## src/rtl/css_mcu0_dmi_req_tracker.sv

```systemverilog
// css_mcu0_dmi_req_tracker
//
// Converts synchronized one-cycle DMI read/write pulses from the MCU0 TAP into
// a single outstanding valid/ready request toward the Debug Module. It tracks
// the response and keeps the sticky DMI status that the TAP captures on its
// next DR scan. Only one request can be outstanding at a time. If no response
// arrives within TIMEOUT cycles of acceptance, the request is aborted.
//
// Ports
//   clk, rst             debug clock, synchronous active-high reset
//   dmi_wr_en/dmi_rd_en  request pulses from the TAP (addr/wdata valid with them)
//   dmi_reset            clears sticky status
//   dmi_hard_reset       aborts any in-flight request and clears status
//   rd_data              data of the last successful read
//   rd_status, dmi_stat  sticky status: 0 ok, 2 failed, 3 busy
//   idle                 constant run-test-idle hint
//   dm_req_*             request channel toward the DM (valid/ready)
//   dm_rsp_*             response pulse from the DM (always accepted)
//   dm_abort             one-cycle cancel of the in-flight DM transaction
//
// All outputs come straight from registers.

module css_mcu0_dmi_req_tracker #(
    parameter int AWIDTH    = 7,
    parameter int TIMEOUT   = 200,
    parameter int IDLE_HINT = 1
) (
    input  logic              clk,
    input  logic              rst,
    input  logic              dmi_wr_en,
    input  logic              dmi_rd_en,
    input  logic [AWIDTH-1:0] dmi_addr,
    input  logic [31:0]       dmi_wdata,
    input  logic              dmi_reset,
    input  logic              dmi_hard_reset,
    output logic [31:0]       rd_data,
    output logic [1:0]        rd_status,
    output logic [1:0]        dmi_stat,
    output logic [2:0]        idle,
    output logic              dm_req_valid,
    input  logic              dm_req_ready,
    output logic              dm_req_write,
    output logic [AWIDTH-1:0] dm_req_addr,
    output logic [31:0]       dm_req_wdata,
    input  logic              dm_rsp_valid,
    input  logic [31:0]       dm_rsp_rdata,
    input  logic              dm_rsp_err,
    output logic              dm_abort
);

    typedef enum logic [1:0] {
        ST_IDLE = 2'd0,
        ST_REQ  = 2'd1,
        ST_RSP  = 2'd2
    } state_t;

    localparam logic [1:0] STAT_OK   = 2'd0;
    localparam logic [1:0] STAT_FAIL = 2'd2;
    localparam logic [1:0] STAT_BUSY = 2'd3;

    // Counter is cleared on acceptance and counts every REQ/RSP cycle.
    // Reaching this value without a response ends the transaction.
    localparam logic [7:0] CNT_LAST = 8'(TIMEOUT - 1);

    state_t             state, state_nxt;
    logic [7:0]         cnt, cnt_nxt;
    logic [1:0]         stat_nxt, stat_base;
    logic [31:0]        rd_data_nxt;
    logic               valid_nxt, write_nxt, abort_nxt;
    logic [AWIDTH-1:0]  addr_nxt;
    logic [31:0]        wdata_nxt;
    logic               req_any, req_one, req_both, busy, cnt_expired;

    assign req_any     = dmi_wr_en | dmi_rd_en;
    assign req_one     = dmi_wr_en ^ dmi_rd_en;
    assign req_both    = dmi_wr_en & dmi_rd_en;
    assign busy        = (state != ST_IDLE);
    assign cnt_expired = (cnt == CNT_LAST);

    // dmi_reset clears first, so every other status event in the same
    // cycle is judged against the cleared value.
    assign stat_base   = dmi_reset ? STAT_OK : dmi_stat;

    assign rd_status   = dmi_stat;
    assign idle        = 3'(IDLE_HINT);

    // ------------------------------------------------------------------
    // State register
    // ------------------------------------------------------------------
    always_ff @(posedge clk) begin
        if (rst) state <= ST_IDLE;
        else     state <= state_nxt;
    end

    // ------------------------------------------------------------------
    // Next-state and next-output logic
    // ------------------------------------------------------------------
    always_comb begin
        state_nxt   = state;
        cnt_nxt     = cnt;
        stat_nxt    = stat_base;
        rd_data_nxt = rd_data;
        valid_nxt   = dm_req_valid;
        write_nxt   = dm_req_write;
        addr_nxt    = dm_req_addr;
        wdata_nxt   = dm_req_wdata;
        abort_nxt   = 1'b0;

        case (state)
            ST_IDLE: begin
                if (req_both) begin
                    // Reserved op: never forwarded.
                    if (stat_base == STAT_OK) stat_nxt = STAT_FAIL;
                end else if (req_one && stat_base == STAT_OK) begin
                    state_nxt = ST_REQ;
                    cnt_nxt   = 8'd0;
                    valid_nxt = 1'b1;
                    write_nxt = dmi_wr_en;
                    addr_nxt  = dmi_addr;
                    wdata_nxt = dmi_wdata;
                end
            end

            ST_REQ: begin
                cnt_nxt = cnt + 8'd1;
                // Only a response counts as completion, so an expiring
                // request is aborted even if ready arrives that cycle.
                if (cnt_expired) begin
                    state_nxt = ST_IDLE;
                    valid_nxt = 1'b0;
                    abort_nxt = 1'b1;
                    if (stat_base == STAT_OK) stat_nxt = STAT_FAIL;
                end else if (dm_req_valid && dm_req_ready) begin
                    state_nxt = ST_RSP;
                    valid_nxt = 1'b0;
                end
            end

            ST_RSP: begin
                cnt_nxt = cnt + 8'd1;
                // A response in the expiring cycle beats the timeout.
                if (dm_rsp_valid) begin
                    state_nxt = ST_IDLE;
                    if (dm_rsp_err) begin
                        if (stat_base == STAT_OK) stat_nxt = STAT_FAIL;
                    end else if (!dm_req_write) begin
                        rd_data_nxt = dm_rsp_rdata;
                    end
                end else if (cnt_expired) begin
                    state_nxt = ST_IDLE;
                    abort_nxt = 1'b1;
                    if (stat_base == STAT_OK) stat_nxt = STAT_FAIL;
                end
            end

            default: begin
                state_nxt = ST_IDLE;
                valid_nxt = 1'b0;
            end
        endcase

        // A pulse that collides with an outstanding request is dropped. The
        // outcome of the outstanding request is applied first, so a failure
        // in the same cycle is the status that sticks.
        if (busy && req_any && stat_nxt == STAT_OK) stat_nxt = STAT_BUSY;

        // Hard reset wins over everything evaluated above, except rd_data
        // and the held request fields.
        if (dmi_hard_reset) begin
            state_nxt   = ST_IDLE;
            cnt_nxt     = 8'd0;
            stat_nxt    = STAT_OK;
            valid_nxt   = 1'b0;
            abort_nxt   = busy;
            rd_data_nxt = rd_data;
            write_nxt   = dm_req_write;
            addr_nxt    = dm_req_addr;
            wdata_nxt   = dm_req_wdata;
        end
    end

    // ------------------------------------------------------------------
    // Output and datapath registers
    // ------------------------------------------------------------------
    always_ff @(posedge clk) begin
        if (rst) begin
            cnt          <= 8'd0;
            dmi_stat     <= STAT_OK;
            rd_data      <= 32'd0;
            dm_req_valid <= 1'b0;
            dm_req_write <= 1'b0;
            dm_req_addr  <= '0;
            dm_req_wdata <= 32'd0;
            dm_abort     <= 1'b0;
        end else begin
            cnt          <= cnt_nxt;
            dmi_stat     <= stat_nxt;
            rd_data      <= rd_data_nxt;
            dm_req_valid <= valid_nxt;
            dm_req_write <= write_nxt;
            dm_req_addr  <= addr_nxt;
            dm_req_wdata <= wdata_nxt;
            dm_abort     <= abort_nxt;
        end
    end

endmodule

```

## config.mk

```make
export PLATFORM = sky130hd
export DESIGN_NAME = css_mcu0_dmi_req_tracker
export DESIGN_NICKNAME = d
export VERILOG_FILES = /design/src/rtl/css_mcu0_dmi_req_tracker.sv
export SDC_FILE = /design/constraint.sdc
export NUM_CORES = 1
export LEC_CHECK = 0
export CORE_AREA = 2 2 92 94
export CTS_CLUSTER_SIZE = 14
export DETAILED_ROUTE_END_ITERATION = 10
export DIE_AREA = 0 0 94 96
export PLACE_DENSITY = 0.83
export SLEW_MARGIN = 20
export SYNTH_ARGS = -nofsm -noshare
export SYNTH_HDL_FRONTEND = slang
export SYNTH_SLANG_ARGS = --single-unit
```

## constraint.sdc

```tcl
create_clock -name clk -period 3.5 [get_ports clk]
set_input_delay 0.525 -clock clk [delete_from_list [all_inputs] [get_ports clk]]
set_output_delay 0.525 -clock clk [all_outputs]
set_load 0.02 [all_outputs]
```

After elaboration in Yosys (flattened, before gate mapping)
Index checks and enable logic that the tools add are counted.
Word-level totals
  flip-flop bits (word level): 86
  bits in latches: 0
  memory bits (writable): 0
  memory bits (read-only): 0
  bits of input ports: 80
  output and inout bits: 81
  word-level logic and storage cells: 68
  memories kept: 0
Cells by class
  add/subtract/negate cells: 1
  multipliers: 0
  div/mod/pow operators: 0
  magnitude comparators: 0
  equal/unequal tests: 7
  shift-type cells: 0
  muxes and demuxes: 27
  bitwise operators: 8
  reduce and logical (&&, ||, !) cells: 16
Operators with widths (number)
  2-bit two-way mux: 13
  8-bit two-way mux: 2
  8-bit case mux with 2 select lines: 1
  2-bit case mux with 3 select lines: 2
  4-bit AND reduction: 3
  8-bit by 1-bit adder with 8-bit output, second input constant: 1
  8-bit equality test, second input constant: 1
  1-bit two-way mux: 7
  2-bit logical NOT: 3
  3-bit != test, second input constant: 2
  1-bit NOT: 5
  5-bit AND reduction: 1
  1-bit logical AND: 4
  2-bit != test, second input constant: 2
  2-bit nonzero test: 2
  2-bit OR reduction: 2
  1-bit case mux with 3 select lines: 1
  3-bit AND reduction: 1
  2-bit by 1-bit equality test with 1-bit output, second input constant: 1
  2-bit equality test, second input constant: 1
  1-bit case mux with 2 select lines: 1
  1-bit AND: 1
  1-bit bitwise OR: 1
  1-bit bitwise XOR: 1

Depth between registers and ports, before layout
Gate-level depths: netlist (run 1).
  depth in word-level cells: 9
  depth in mapped cells: 8
  mapped depth without buffers: 6

Worst setup path before layout (run 1)
No wires, ideal clock.
  path type: input to register
  start: input dmi_wr_en
  end: register cnt[6]
  library setup time: 0.071 ns
  data arrival time: 1.834 ns
  path slack: 1.595 ns
  cell stages on the path: 6
  cells stage by stage: inv_1 -> ha_1 -> nand2b_4 -> a221oi_4 -> or4b_1 -> a21oi_1
Between the ends
  cells in the longest elaborated chain, start to end: 4
  elaborated cells between the ends (all ways): 6
RTL lines
  from (decl): RTL line 30  | input logic dmi_wr_en,
  1-bit bitwise XOR: RTL line 75  | assign req_one = dmi_wr_en ^ dmi_rd_en;
  1-bit logical AND: RTL line 114  | end else if (req_one && stat_base == STAT_OK) begin
  2-bit != test (no source line)
  3-bit AND reduction (no source line) *
  to (signal assigned): RTL line 196  | cnt <= cnt_nxt;
  to (decl): RTL line 66  | logic [7:0] cnt, cnt_nxt;
Every way passes the cells marked *; elsewhere a longest branch is shown, timed or not.
A chain may end at the register's enable or synchronous reset.

Worst setup path in the final report (run 1)
  start: input dmi_wr_en
  end: register cnt[7]
The elaborated chain is that of the path after synthesis.

==> results of run 1 <==
-- where the power goes --
| group | total (mW) | switching (mW) | internal, mW |
|---|---|---|---|
| Combinational | 0.346 | 0.167 | 0.179 |
| Sequential | 1.03 | 0.0184 | 1.01 |
| Clock | 0.691 | 0.328 | 0.363 |
| Total | 2.06 | 0.513 | 1.55 |
-- cells by family (layout without fill, tap and decap cells) --
group | after synthesis | after routing | share of synthesized area [%]
compound gates | 104 | 104 | 17.4
buf+inv | 36 | 180 | 4.76
simple gates | 188 | 188 | 23.8
mux | 2 | 2 | 0.586
fa+ha+maj | 7 | 7 | 2.56
flops | 86 | 86 | 50.4
xor+xnor | 1 | 1 | 0.256
other cells | 2 | 3 | 0.220
-- per-stage QoR --
stage	hold slack [ps]	cell area (µm²)	setup WS, ps	total power [mW]	util, %
after floorplan	448	3420	1590	1.22	-
after global placement	440	5020	866	1.39	62.4
after detailed placement	446	5020	729	1.40	62.4
after CTS	457	5220	1070	2.09	64.8
after global routing	473	5220	850	2.16	64.8
final	454	5220	1030	2.06	64.8
-- worst max-delay path: cells and delay by family --
kind / cells / cell delay (ps)
compound gates: 2 / 450
fa+ha+maj: 1 / 350
buf+inv: 2 / 580
simple gates: 2 / 820
-- state kept, by name, indices dropped and copies added, names as in the netlist --
name / count
dm_req_wdata: 32
rd_data: 32
cnt: 8
dm_req_addr: 7
dmi_stat: 2
state: 2
dm_abort: 1
dm_req_valid: 1
dm_req_write: 1
-- cell usage after synthesis (2+ instances only) --
library cell                number
sky130_fd_sc_hd__ha_1            7
sky130_fd_sc_hd__inv_1           5
sky130_fd_sc_hd__conb_1          2
sky130_fd_sc_hd__nor2_1          4
sky130_fd_sc_hd__o2111ai_1       2
sky130_fd_sc_hd__dfxtp_1        86
sky130_fd_sc_hd__o21ai_0         4
sky130_fd_sc_hd__nor3_1          2
sky130_fd_sc_hd__a21oi_1        82
sky130_fd_sc_hd__nand2_1       156
sky130_fd_sc_hd__or3_1           2
sky130_fd_sc_hd__mux2i_1         2
sky130_fd_sc_hd__clkbuf_1       19
sky130_fd_sc_hd__or2_2           2
sky130_fd_sc_hd__buf_4           5
sky130_fd_sc_hd__nor4_1          2
sky130_fd_sc_hd__nor2b_1         3
sky130_fd_sc_hd__a21boi_0        2
sky130_fd_sc_hd__buf_2           7
sky130_fd_sc_hd__or4_1           3
sky130_fd_sc_hd__o31ai_1         2
-- routing by layer --
metal,vias up,global-route usage [%],wire length [µm]
met4,0,9.78,253
li1,1695,-,-
met3,20,4.78,593
met2,121,37.9,4830
met5,-,0,0
met1,1537,23.7,3860
-- layout by cell type (no fill, tap or decap), types with 2 or more instances in the layout --
| cell type | count |
|---|---|
| sky130_fd_sc_hd__o21ai_0 | 4 |
| sky130_fd_sc_hd__nor3_1 | 2 |
| sky130_fd_sc_hd__or3_1 | 2 |
| sky130_fd_sc_hd__dfxtp_1 | 86 |
| sky130_fd_sc_hd__or4_1 | 3 |
| sky130_fd_sc_hd__clkbuf_8 | 11 |
| sky130_fd_sc_hd__a21boi_0 | 2 |
| sky130_fd_sc_hd__clkdlybuf4s50_1 | 156 |
| sky130_fd_sc_hd__o2111ai_1 | 2 |
| sky130_fd_sc_hd__nand2_1 | 156 |
| sky130_fd_sc_hd__buf_4 | 3 |
| sky130_fd_sc_hd__o31ai_1 | 2 |
| sky130_fd_sc_hd__ha_1 | 7 |
| sky130_fd_sc_hd__nor2_1 | 4 |
| sky130_fd_sc_hd__or2_2 | 2 |
| sky130_fd_sc_hd__conb_1 | 3 |
| sky130_fd_sc_hd__a21oi_1 | 82 |
| sky130_fd_sc_hd__inv_1 | 5 |
| sky130_fd_sc_hd__nor2b_1 | 3 |
| sky130_fd_sc_hd__mux2i_1 | 2 |
-- cell type report --
type | count | area share [%]
sequential | 86 | 33.0
multi-input combinational | 305 | 29.5
clock buffer | 11 | 2.90
tap | 105 | 2.52
clock inverter | 3 | 0.839
timing repair buffer | 161 | 30.8
inverter | 5 | 0.360
-- worst paths after layout --
kind	start	end	slack, ps	cells after the start
max	dmi_wr_en	cnt[7]	1030	7
max reg2reg	state[0]	cnt[6]	1280	6
min reg2reg	rd_data[13]	rd_data[13]	450	2
min	rd_data[13]	rd_data[13]	450	2
==> results.md, run 1 <==
- Synth top area cells: sky130_fd_sc_hd__dfxtp_1, sky130_fd_sc_hd__nand2_1, sky130_fd_sc_hd__a21oi_1
- Maximum fanout encountered on the critical timing path: 13
- Die width: 94 µm
- Final hold viol count: 0
- Via count: 3373
- Placed cell count: 662
- Diode count: 0
- Maximum ir drop on the vdd rail: 0.215 mV
- Count of pins over their slew limit: 0
- Share of the synthesized area in the top cell type: 50.4%
- Cells after Synth: 426
- Final-stage net count: 655
- Vias in the first global route: 3301
- Fraction of registers with async set/reset: 0%
- TritonCTS clock tree: done
- Placeable Area: 0.00805 mm²
- Number of design rule violations left after detail routing: 0
- Count of yosys warnings during synthesis: 0
- All-layer global routing usage: 21.1%
- Clock skew after layout: 10.7 ps
- Worst setup path class: input pin to register
- Number of non-filler instances in the completed layout: 676
- Library cells used by synthesis: 48
- Starting density of the core: 42.4%
- Multi-input gate area: 0.00154 mm²
- Die outline height: 96 µm
- Post-synthesis sequential area ratio: 50.4%
- Setup total negative slack: 0 ps
- Count of instances resized after the clock tree is built: 0
- Final HPWL DP: 6980 µm
- Share of post-route cells with drive strength above 1: 5.08%
- Gpl congestion: 0.838
- Leakage dissipation: 1.82 nW
- Post-CTS clock slew at the launch and capture registers of the worst setup and hold paths: 70 ps
- Count of boundary I/O pins: 161
- Synthesized cell area: 0.00342 mm²
- Routed WL: 9540 µm
- Grt total ovfl: 0
- H-Tree Level Count: 3
- Total clock sinks: 86
- Max Cap Violations: 0
- Dominant register cell in the synthesized netlist: sky130_fd_sc_hd__dfxtp_1
- Die Footprint: 0.00902 mm²
- Kind of launch point of the worst setup path: input pin
- Fill count: 682
- Clk Latency, worst-skew pair: 330 ps
- Via density per instance: 4.99
- Slowest CP cell: sky130_fd_sc_hd__or4_1
- Count of state elements after synthesis: 86
- Post-Syn Area per Cell: 8.02 µm²
- Count of buffers from port buffering: 157
- EDFF count, synth: 0
- Number of endpoints failing setup at the final stage: 0
- Delay of the slowest critical-path stage: 590 ps
- Worst slew margin: 29.9%
- Detailed router's first-iteration violation count: 93
- Worst endpoint data arrival time: 2730 ps
- Post-synth top area cell: sky130_fd_sc_hd__dfxtp_1
- Power density of the placed cells: 396 mW/mm²
- Setup repair after global routing missed its margin: false
- Period Utilization, post-route: 70.7%
- Class of the tightest hold or removal check: register to register
- Maximum number of pins on one net before global-route repair: 43
- Root buffer selected by CTS: sky130_fd_sc_hd__clkbuf_8
- WL/cell: 14.1 µm
- Required time reported for the critical path endpoint: 3750 ps
- Remaining antenna violation count after routing: 0
- Max frequency: 404 MHz
- Synth-to-Final Area Change: 52.7%
- Result of the run: finished clean
- Bufs on Longest Clock Path: 2
- Slew @ Worst Pin: 1050 ps
- Final Critical Period: 2470 ps
- Cell Chain, Critical Path: clkdlybuf4s50_1 > inv_1 > ha_1 > nor2b_1 > a21boi_1 > or4_1 > a21oi_1
- Setup Buffers After CTS: 0
- Global-route wire length before repair: 15000 µm
- Number of antenna violations at the first check in global routing: 0
- Total clock buffers created by CTS: 9
- Detailed-router iteration count before antenna repair: 6
- Endpoint type of the worst setup path: register
- Post-cts hold buffer count: 0
- Total number of placement rows: 33
- FF+latch area: 0.00172 mm²
Note: power is estimated with default switching activity, not from simulation.
==> inputs of run 2 (changes only) <==
Settings changed: CORE_AREA 2 2 92 94 to 2 2 95 97, DIE_AREA 0 0 94 96 to 0 0 97 99, PLACE_DENSITY 0.83 to 0.78.
Clock period 3.5 ns to 2.6 ns, I/O delays scaled along.
==> run 2 against run 1 <==
Sequential cell count stayed put. Die area rose by 6.4%. Total power rose by 35%. Worst setup slack worse by 730 ps. Register-to-register slack worse by 850 ps. Non-clock buffer count increased by 3. Combinational power increased by 34%. Cell area is 0.53% higher. Core utilization decreased by 3.5 points. Global-route usage is 2.4 points lower. Critical endpoint is now state[0]. Largest power group unchanged.
==> results.md, run 2 (synthesis results as in run 1) <==
- Power share of the combinational group: 16.7% (was 16.8%)
- Maximum ir drop on the vdd rail: 0.253 mV (was 0.215 mV)
- Count of boundary I/O pins: 161 (unchanged)
- Post-cts hold buffer count: 0 (unchanged)
- Via count: 3384 (was 3373)
- Die width: 97 µm (was 94 µm)
- Kind of launch point of the worst setup path: input pin (unchanged)
- Total design power: 2.78 mW (was 2.06 mW)
- Total number of placement rows: 34 (was 33)
- Root buffer selected by CTS: sky130_fd_sc_hd__clkbuf_8 (unchanged)
- Endpoint type of the worst setup path: register (unchanged)
- Crit path buffers/inverters: 2 (unchanged)
- Setup repair after global routing missed its margin: false (unchanged)
- Power density of the placed cells: 530 mW/mm² (was 396 mW/mm²)
- Synth-to-Final Area Change: 53.6% (was 52.7%)
- Number of design rule violations left after detail routing: 0 (unchanged)
- Detailed router's first-iteration violation count: 116 (was 93)
- Bufs on Longest Clock Path: 2 (unchanged)
- Largest delay share family, worst path: compound AO/OA/AOI/OAI gates (was simple AND/OR/NAND/NOR gates)
- Remaining antenna violation count after routing: 0 (unchanged)
- Slew @ Worst Pin: 864 ps (was 1050 ps)
- H-Tree Level Count: 3 (unchanged)
- Grt total ovfl: 0 (unchanged)
- Final-stage net count: 658 (was 655)
- Clk Latency, worst-skew pair: 340 ps (was 330 ps)
- Worst slew margin: 42.3% (was 29.9%)
- Worst endpoint data arrival time: 2530 ps (was 2730 ps)
- Setup slack after placement: -25.2 ps (was 729 ps)
- Class of the tightest hold or removal check: input pin to register (was register to register)
- Leakage dissipation: 1.83 nW (was 1.82 nW)
- Share of post-route cells with drive strength above 1: 5.73% (was 5.08%)
- Maximum number of pins on one net before global-route repair: 61 (was 43)
- Diode count: 0 (unchanged)
- Number of endpoints failing setup at the final stage: 0 (unchanged)
- All-layer global routing usage: 18.7% (was 21.1%)
- Gpl congestion: 0.803 (was 0.838)
- Total clock buffers created by CTS: 9 (unchanged)
- Post-CTS clock slew at the launch and capture registers of the worst setup and hold paths: 90 ps (was 70 ps)
- Required time reported for the critical path endpoint: 2820 ps (was 3750 ps)
- Commonest non-fill, non-tap cells in the layout: sky130_fd_sc_hd__nand2_1, sky130_fd_sc_hd__clkdlybuf4s50_1, sky130_fd_sc_hd__dfxtp_1 (unchanged)
- Max frequency: 435 MHz
- Net Switching: 0.727 mW (was 0.513 mW)
- Global-route wire length before repair: 14700 µm (was 15000 µm)
- Final hold viol count: 0 (unchanged)
- Routed WL: 9370 µm (was 9540 µm)
- Slowest CP cell: sky130_fd_sc_hd__a21boi_1 (was sky130_fd_sc_hd__or4_1)
- Cell Chain, Critical Path: clkdlybuf4s50_1 > inv_1 > ha_1 > nor2b_1 > a21boi_1 > a21oi_1 > mux2i_1 (was clkdlybuf4s50_1 > inv_1 > ha_1 > nor2b_1 > a21boi_1 > or4_1 > a21oi_1)
- Count of instances resized after the clock tree is built: 0 (unchanged)
- Total clock sinks: 86 (unchanged)
- Die outline height: 99 µm (was 96 µm)
- Maximum fanout encountered on the critical timing path: 13 (unchanged)
- Fill count: 759 (was 682)
- Via density per instance: 4.95 (was 4.99)
- Period Utilization, post-route: 88.5%
- Final HPWL DP: 6710 µm (was 6980 µm)
- Max Cap Violations: 0 (unchanged)
- Result of the run: finished clean (unchanged)
- Final Critical Period: 2300 ps
- Clock skew after layout: 11.9 ps (was 10.7 ps)
- Number of antenna violations at the first check in global routing: 0 (unchanged)
- Count of pins over their slew limit: 0 (unchanged)
- TritonCTS clock tree: done (unchanged)
- Setup Buffers After CTS: 0 (unchanged)
- Least setup slack across all paths after layout: 299 ps (was 1030 ps)
- Clock network power share: 33.6% (was 33.5%)
- Registers with the most flip-flops: dm_req_wdata (32), rd_data (32), cnt (8) (unchanged)
- Die Footprint: 0.00960 mm² (was 0.00902 mm²)
- Detailed-router iteration count before antenna repair: 4 (was 6)
- Delay of the slowest critical-path stage: 700 ps (was 590 ps)
- Starting density of the core: 39.9% (was 42.4%)
- Cell-internal power: 2.05 mW (was 1.55 mW)
- Power share of the sequential group: 49.7% (was 49.8%)
- Count of buffers from port buffering: 157 (unchanged)
- WL/cell: 13.7 µm (was 14.1 µm)
- Worst setup path class: input pin to register (unchanged)
- Vias in the first global route: 3123 (was 3301)
- Net Sw Frac: 26.1% (was 24.9%)
- Placeable Area: 0.00855 mm² (was 0.00805 mm²)
## run 2: area by class of cell
class | count | area [µm²] | share of cell area [%]
Multi-Input combinational cell | 305 | 1540 | 29.4
Clock buffer | 10 | 128 | 2.43
Clock inverter | 6 | 68.8 | 1.31
Timing Repair Buffer | 164 | 1630 | 31.1
Sequential cell | 86 | 1720 | 32.8
Inverter | 5 | 18.8 | 0.358
Tap cell | 108 | 135 | 2.58
## run 2: worst paths after layout
kind                        from              to  slack, ps  cells past startpoint
hold reg to reg   dm_req_addr[3]  dm_req_addr[3]        460                      2
setup / recovery       dmi_wr_en        state[0]        300                      7
hold / removal               rst     rd_data[14]        430                      2
setup reg to reg        state[0]        state[0]        430                      5
## run 2: routing by layer
| metal | share of wire [%] | GRT usage, % |
|---|---|---|
| met3 | 6.5 | 4.89 |
| met5 | 0 | 0 |
| met4 | 2.4 | 8.34 |
| met2 | 50 | 32.7 |
| met1 | 41 | 21.5 |
## run 2: power by group through the flow
stage / clock [mW] / sequential [mW] / combinational (mW)
after global routing: 1.02 / 1.39 / 0.499
after floorplan: 0 / 1.46 / 0.180
after global placement: 0 / 1.41 / 0.458
after detailed placement: 0 / 1.41 / 0.463
final: 0.934 / 1.38 / 0.464
after CTS: 0.968 / 1.38 / 0.465
## run 2: stage by stage
stage          setup TNS (ps)  cell area (µm²)  utilization [%]  instances  hold WS, ps
6_report                    0             5250             61.3        684          432
5_1_grt                     0             5250             61.3        684          432
4_1_cts                     0             5250             61.3        684          410
3_5_place_dp            -25.2             5050             59.0        668          446
3_3_place_gp                0             5050             59.0        668          441
2_1_floorplan               0             3420                -        427          448
